$ cat src/rtl/mem_wb_stage.sv
// rtl/mem_wb_stage.sv - elastic MEM/WB pipeline register with one-entry skid buffer
// Optional perf counters: define MEMWB_PERF_EN.
module mem_wb_stage #(
    parameter int DATA_W = 64,
    parameter int REG_AW = 5,
    parameter int CNT_W  = 32
) (
    input  logic              clk,
    input  logic              reset_n,
    input  logic              flush,
    input  logic              in_valid,
    output logic              in_ready,
    input  logic [1:0]        in_wb,
    input  logic [DATA_W-1:0] in_read_data,
    input  logic [DATA_W-1:0] in_alu_result,
    input  logic [REG_AW-1:0] in_rd,
    output logic              out_valid,
    input  logic              out_ready,
    output logic              out_mem_to_reg,
    output logic              out_reg_write,
    output logic [DATA_W-1:0] out_read_data,
    output logic [DATA_W-1:0] out_alu_result,
    output logic [REG_AW-1:0] out_rd,
    output logic [DATA_W-1:0] out_wb_data
`ifdef MEMWB_PERF_EN
    ,
    output logic [CNT_W-1:0]  perf_stall_cnt,
    output logic [CNT_W-1:0]  perf_bubble_cnt
`endif
);

    logic              m_valid, s_valid;
    logic [1:0]        m_wb, s_wb;
    logic [DATA_W-1:0] m_rdata, s_rdata;
    logic [DATA_W-1:0] m_alu, s_alu;
    logic [REG_AW-1:0] m_rd, s_rd;

    logic accept, pop;

    // in_ready depends only on the skid flag, so out_ready never reaches it combinationally
    assign in_ready = ~s_valid;
    assign accept   = in_valid & in_ready;
    assign pop      = m_valid & out_ready;

    always_ff @(posedge clk or negedge reset_n) begin
        if (!reset_n) begin
            m_valid <= 1'b0;
            s_valid <= 1'b0;
            m_wb    <= '0;
            m_rdata <= '0;
            m_alu   <= '0;
            m_rd    <= '0;
            s_wb    <= '0;
            s_rdata <= '0;
            s_alu   <= '0;
            s_rd    <= '0;
        end else if (flush) begin
            m_valid <= 1'b0;
            s_valid <= 1'b0;
        end else if (pop && s_valid) begin
            m_wb    <= s_wb;
            m_rdata <= s_rdata;
            m_alu   <= s_alu;
            m_rd    <= s_rd;
            s_valid <= 1'b0;
        end else if (accept && (!m_valid || pop)) begin
            m_wb    <= in_wb;
            m_rdata <= in_read_data;
            m_alu   <= in_alu_result;
            m_rd    <= in_rd;
            m_valid <= 1'b1;
        end else if (accept) begin
            s_wb    <= in_wb;
            s_rdata <= in_read_data;
            s_alu   <= in_alu_result;
            s_rd    <= in_rd;
            s_valid <= 1'b1;
        end else if (pop) begin
            m_valid <= 1'b0;
        end
    end

    assign out_valid      = m_valid;
    assign out_mem_to_reg = m_wb[0];
    assign out_reg_write  = m_wb[1] & m_valid & (m_rd != '0);
    assign out_read_data  = m_rdata;
    assign out_alu_result = m_alu;
    assign out_rd         = m_rd;
    assign out_wb_data    = m_wb[0] ? m_rdata : m_alu;

`ifdef MEMWB_PERF_EN
    // Saturating counters; deliberately untouched by flush
    always_ff @(posedge clk or negedge reset_n) begin
        if (!reset_n) begin
            perf_stall_cnt  <= '0;
            perf_bubble_cnt <= '0;
        end else begin
            if (m_valid && !out_ready && perf_stall_cnt != '1)
                perf_stall_cnt <= perf_stall_cnt + CNT_W'(1);
            if (!m_valid && perf_bubble_cnt != '1)
                perf_bubble_cnt <= perf_bubble_cnt + CNT_W'(1);
        end
    end
`endif

endmodule

$ cat config.mk
export PLATFORM = sky130hd
export DESIGN_NAME = mem_wb_stage
export DESIGN_NICKNAME = d
export VERILOG_FILES = /design/src/rtl/mem_wb_stage.sv
export SDC_FILE = /design/constraint.sdc
export NUM_CORES = 1
export LEC_CHECK = 0
export CAP_MARGIN = 20
export CORE_ASPECT_RATIO = 1.2
export CORE_MARGIN = 1.5
export CORE_UTILIZATION = 49
export DETAILED_ROUTE_END_ITERATION = 8
export GPL_TIMING_DRIVEN = 0
export PLACE_DENSITY = 0.89
export SLEW_MARGIN = 20
export SYNTH_ARGS = -nofsm -noshare
export SYNTH_HDL_FRONTEND = slang
export SYNTH_SLANG_ARGS = --single-unit
$ cat constraint.sdc
create_clock -name clk -period 2.5 [get_ports clk]
set_input_delay 0.25 -clock clk [delete_from_list [all_inputs] [get_ports clk]]
set_output_delay 0.25 -clock clk [all_outputs]
set_load 0.005 [all_outputs]
==> impl_metrics.env, run 1 <==
export IMPL_slew_violations=0
export IMPL_cts_sinks=272
export IMPL_worstSetupPathType="register to output port"
export IMPL_drtAntennaViolNets=0
export IMPL_layout_commonest_cell="mux2_2"
export IMPL_ys_types=16
export IMPL_first_global_vias=8821
export IMPL_worst_pin_slew_ns=0.646
export IMPL_die_h_um=178
export IMPL_place_congestion=0.794
export IMPL_grt_max_degree=102
export IMPL_n_fill_cell=1802
export IMPL_cp_required_ns=2.25
export IMPL_routed_wirelength_um=32000
export IMPL_first_pass_iters=4
export IMPL_clock_fmax_mhz=411
export IMPL_fin_crit_ns=2.44
export IMPL_finalSetupViolCount=0
export IMPL_io_pins=341
export IMPL_final_nets=1320
export IMPL_cts_root_buf="clkbuf_16"
export IMPL_h_tree_depth=1
export IMPL_ys_ff_latch=272
export IMPL_synth_warnings=0
export IMPL_crit_arrival_ns=2.19
export IMPL_cts_buffers=28
export IMPL_syn_num_nets=945
export IMPL_drive_gt1_frac=0.472
export IMPL_final_hold_violation_count=0
export IMPL_drv_cap=0
export IMPL_synth_avg_cell_area_sq_um=15.5
export IMPL_wl_per_cell_um=21.0
export IMPL_dp_hpwl_um=23000
export IMPL_core_region_area_sq_mm=0.0248
export IMPL_die_w_um=149
export IMPL_drc_errors=0
export IMPL_clk_path_buf_depth=3
export IMPL_report_power_total_mw=14.3
export IMPL_critPathCaptureType="output port"
export IMPL_cts_tree="built"
export IMPL_synth_seq_area_share=0.546
export IMPL_grt_pass1_wl_um=49400
export IMPL_syn_to_final_growth_pct=38.7
export IMPL_cts_clk_slew_worst_paths_ns=0.06
export IMPL_power_density_mw_per_mm2=829
export IMPL_hp_class="primary input to async pin"
export IMPL_io_buffers=340
export IMPL_final_cell_mix="mux2_2, clkdlybuf4s50_1, dfrtp_1"
export IMPL_setup_slack_ns=0.0646
export IMPL_dieArea_sq_mm=0.0264
export IMPL_rows=63
export IMPL_post_place_ws_ns=-0.355
export IMPL_finClkSkew_ns=0.0115
export IMPL_antenna_found_initial=0
export IMPL_rsz0062_at_grt="yes"
export IMPL_synth_cell_area_sq_mm=0.0125
export IMPL_grt_overflow_total=0
export IMPL_startpoint_type="register"
export IMPL_status="complete, no violations"
export IMPL_insertion_delay_ns=0.53
export IMPL_track_usage=0.241
export IMPL_ir_worst_vdd_mv=0.551
export IMPL_initial_utilization=0.502
export IMPL_vias_per_cell=5.35
export IMPL_cp_max_fo=10
export IMPL_drt_iter0_markers=184
export IMPL_syn_inst=805
export IMPL_slew_headroom=0.569
export IMPL_period_share=0.974
export IMPL_p_leak_nw=7.21
export IMPL_vias=8165
-- state kept, by name (all words and copies together), names as in the netlist --
name / cells
s_valid: 1
out_alu_result: 64
s_rdata: 64
s_wb: 2
m_wb: 2
s_rd: 5
out_read_data: 64
out_valid: 1
out_rd: 5
s_alu: 64
-- layout make-up --
class | instances | area [sq um] | area share
clock buffers | 38 | 810 | 0.0468
clock inverters | 12 | 87.6 | 0.00507
plain buffers | 51 | 298 | 0.0172
diodes | 1 | 2.50 | 0.000145
repair buffers | 345 | 3490 | 0.202
flip-flops and latches | 272 | 6810 | 0.394
multi-input cells | 480 | 5380 | 0.311
well taps | 325 | 407 | 0.0235
inverters | 2 | 7.51 | 0.000434
-- worst max-delay path, cell delays in order (launching register included) --
cell and delay (ns):
dfrtp_1 0.40, buf_8 0.20, buf_4 0.22, mux2_2 0.35, clkdlybuf4s50_1 0.48
-- power by group --
group / total [mW] / internal, mW / leakage, nW / switching [mW]
sequential: 6.25 / 5.49 / 3.27 / 0.762
combinational: 4.03 / 2.83 / 3.49 / 1.20
clock: 4.04 / 2.36 / 0.451 / 1.69
total: 14.3 / 10.7 / 7.21 / 3.65
-- cell families after synthesis --
kind of cell	share of synthesized area
buffers and inverters	0.0220
multiplexers	0.424
AND/OR/NAND/NOR	0.00341
flip-flops	0.546
AO/OA/AOI/OAI	0.00472
-- Yosys cell counts --
master,number,area [sq um]
mux2_2,469,5280
nor4b_1,1,8.76
clkbuf_1,15,56.3
a211oi_1,1,7.51
inv_1,2,7.51
o311a_1,1,10.0
buf_4,12,90.1
nand2_1,1,3.75
buf_2,24,120
o21ai_0,1,5.00
dfrtp_1,272,6810
nand3_2,1,10.0
or3_1,1,6.26
a221oi_4,1,26.3
nand2b_4,1,13.8
a21oi_1,2,10.0
-- final timing paths --
| kind | startpoint | to | slack, ns | cells past startpoint |
|---|---|---|---|---|
| max in group asynchronous | reset_n | s_rd[1] | 1.24 | 3 |
| min in group clk | in_read_data[49] | s_rdata[49] | 0.36 | 2 |
| worst max register to register | out_valid | out_alu_result[52] | 0.22 | 6 |
| worst min-delay path | reset_n | out_alu_result[43] | 0.29 | 2 |
| worst max-delay path | m_wb[0] | out_wb_data[24] | 0.06 | 4 |
| worst min register to register | s_rdata[23] | s_rdata[23] | 0.50 | 1 |
-- through the flow --
step	util	setup TNS [ns]	hold WS (ns)	std cells	instance area, sq um
after global routing	0.696	-0.00604	0.347	1525	17300
after CTS	0.696	-0.124	0.308	1523	17300
after floorplan	-	0	-0.0456	805	12500
after detailed placement	0.658	-28.51	0.296	1472	16300
final	0.696	0	0.290	1526	17300
after global placement	0.655	-2851.36	0.484	1470	16300
-- what timing repair did --
| item | in CTS | in global routing |
|---|---|---|
| hold buffers | 1 | 0 |
| hold endpoints to repair | 82 | 0 |
| pin swaps | 0 | 1 |
| setup buffers | 0 | 2 |
| endpoints found under the setup margin | 64 | 98 |
| gates resized for setup | 14 | 6 |
-- per-layer routing --
metal | vias to the layer above | GRT usage | share of wire
li1 | 3676 | - | -
met1 | 4186 | 0.300 | 0.41
met2 | 261 | 0.425 | 0.51
met3 | 42 | 0.0535 | 0.063
met4 | 0 | 0.0565 | 0.019
met5 | - | 0 | 0
Power figures use the tool's default switching activity.
==> run 2: changes to the inputs <==
--- a/config.mk
+++ b/config.mk
@@ -12,6 +12,7 @@
 export DETAILED_ROUTE_END_ITERATION = 8
 export GPL_TIMING_DRIVEN = 0
 export PLACE_DENSITY = 0.89
+export SKIP_LAST_GASP = 1
 export SLEW_MARGIN = 20
 export SYNTH_ARGS = -nofsm -noshare
 export SYNTH_HDL_FRONTEND = slang
==> results of run 2 <==
Same layout as run 1: the final DEF is identical, and so are final timing and power.
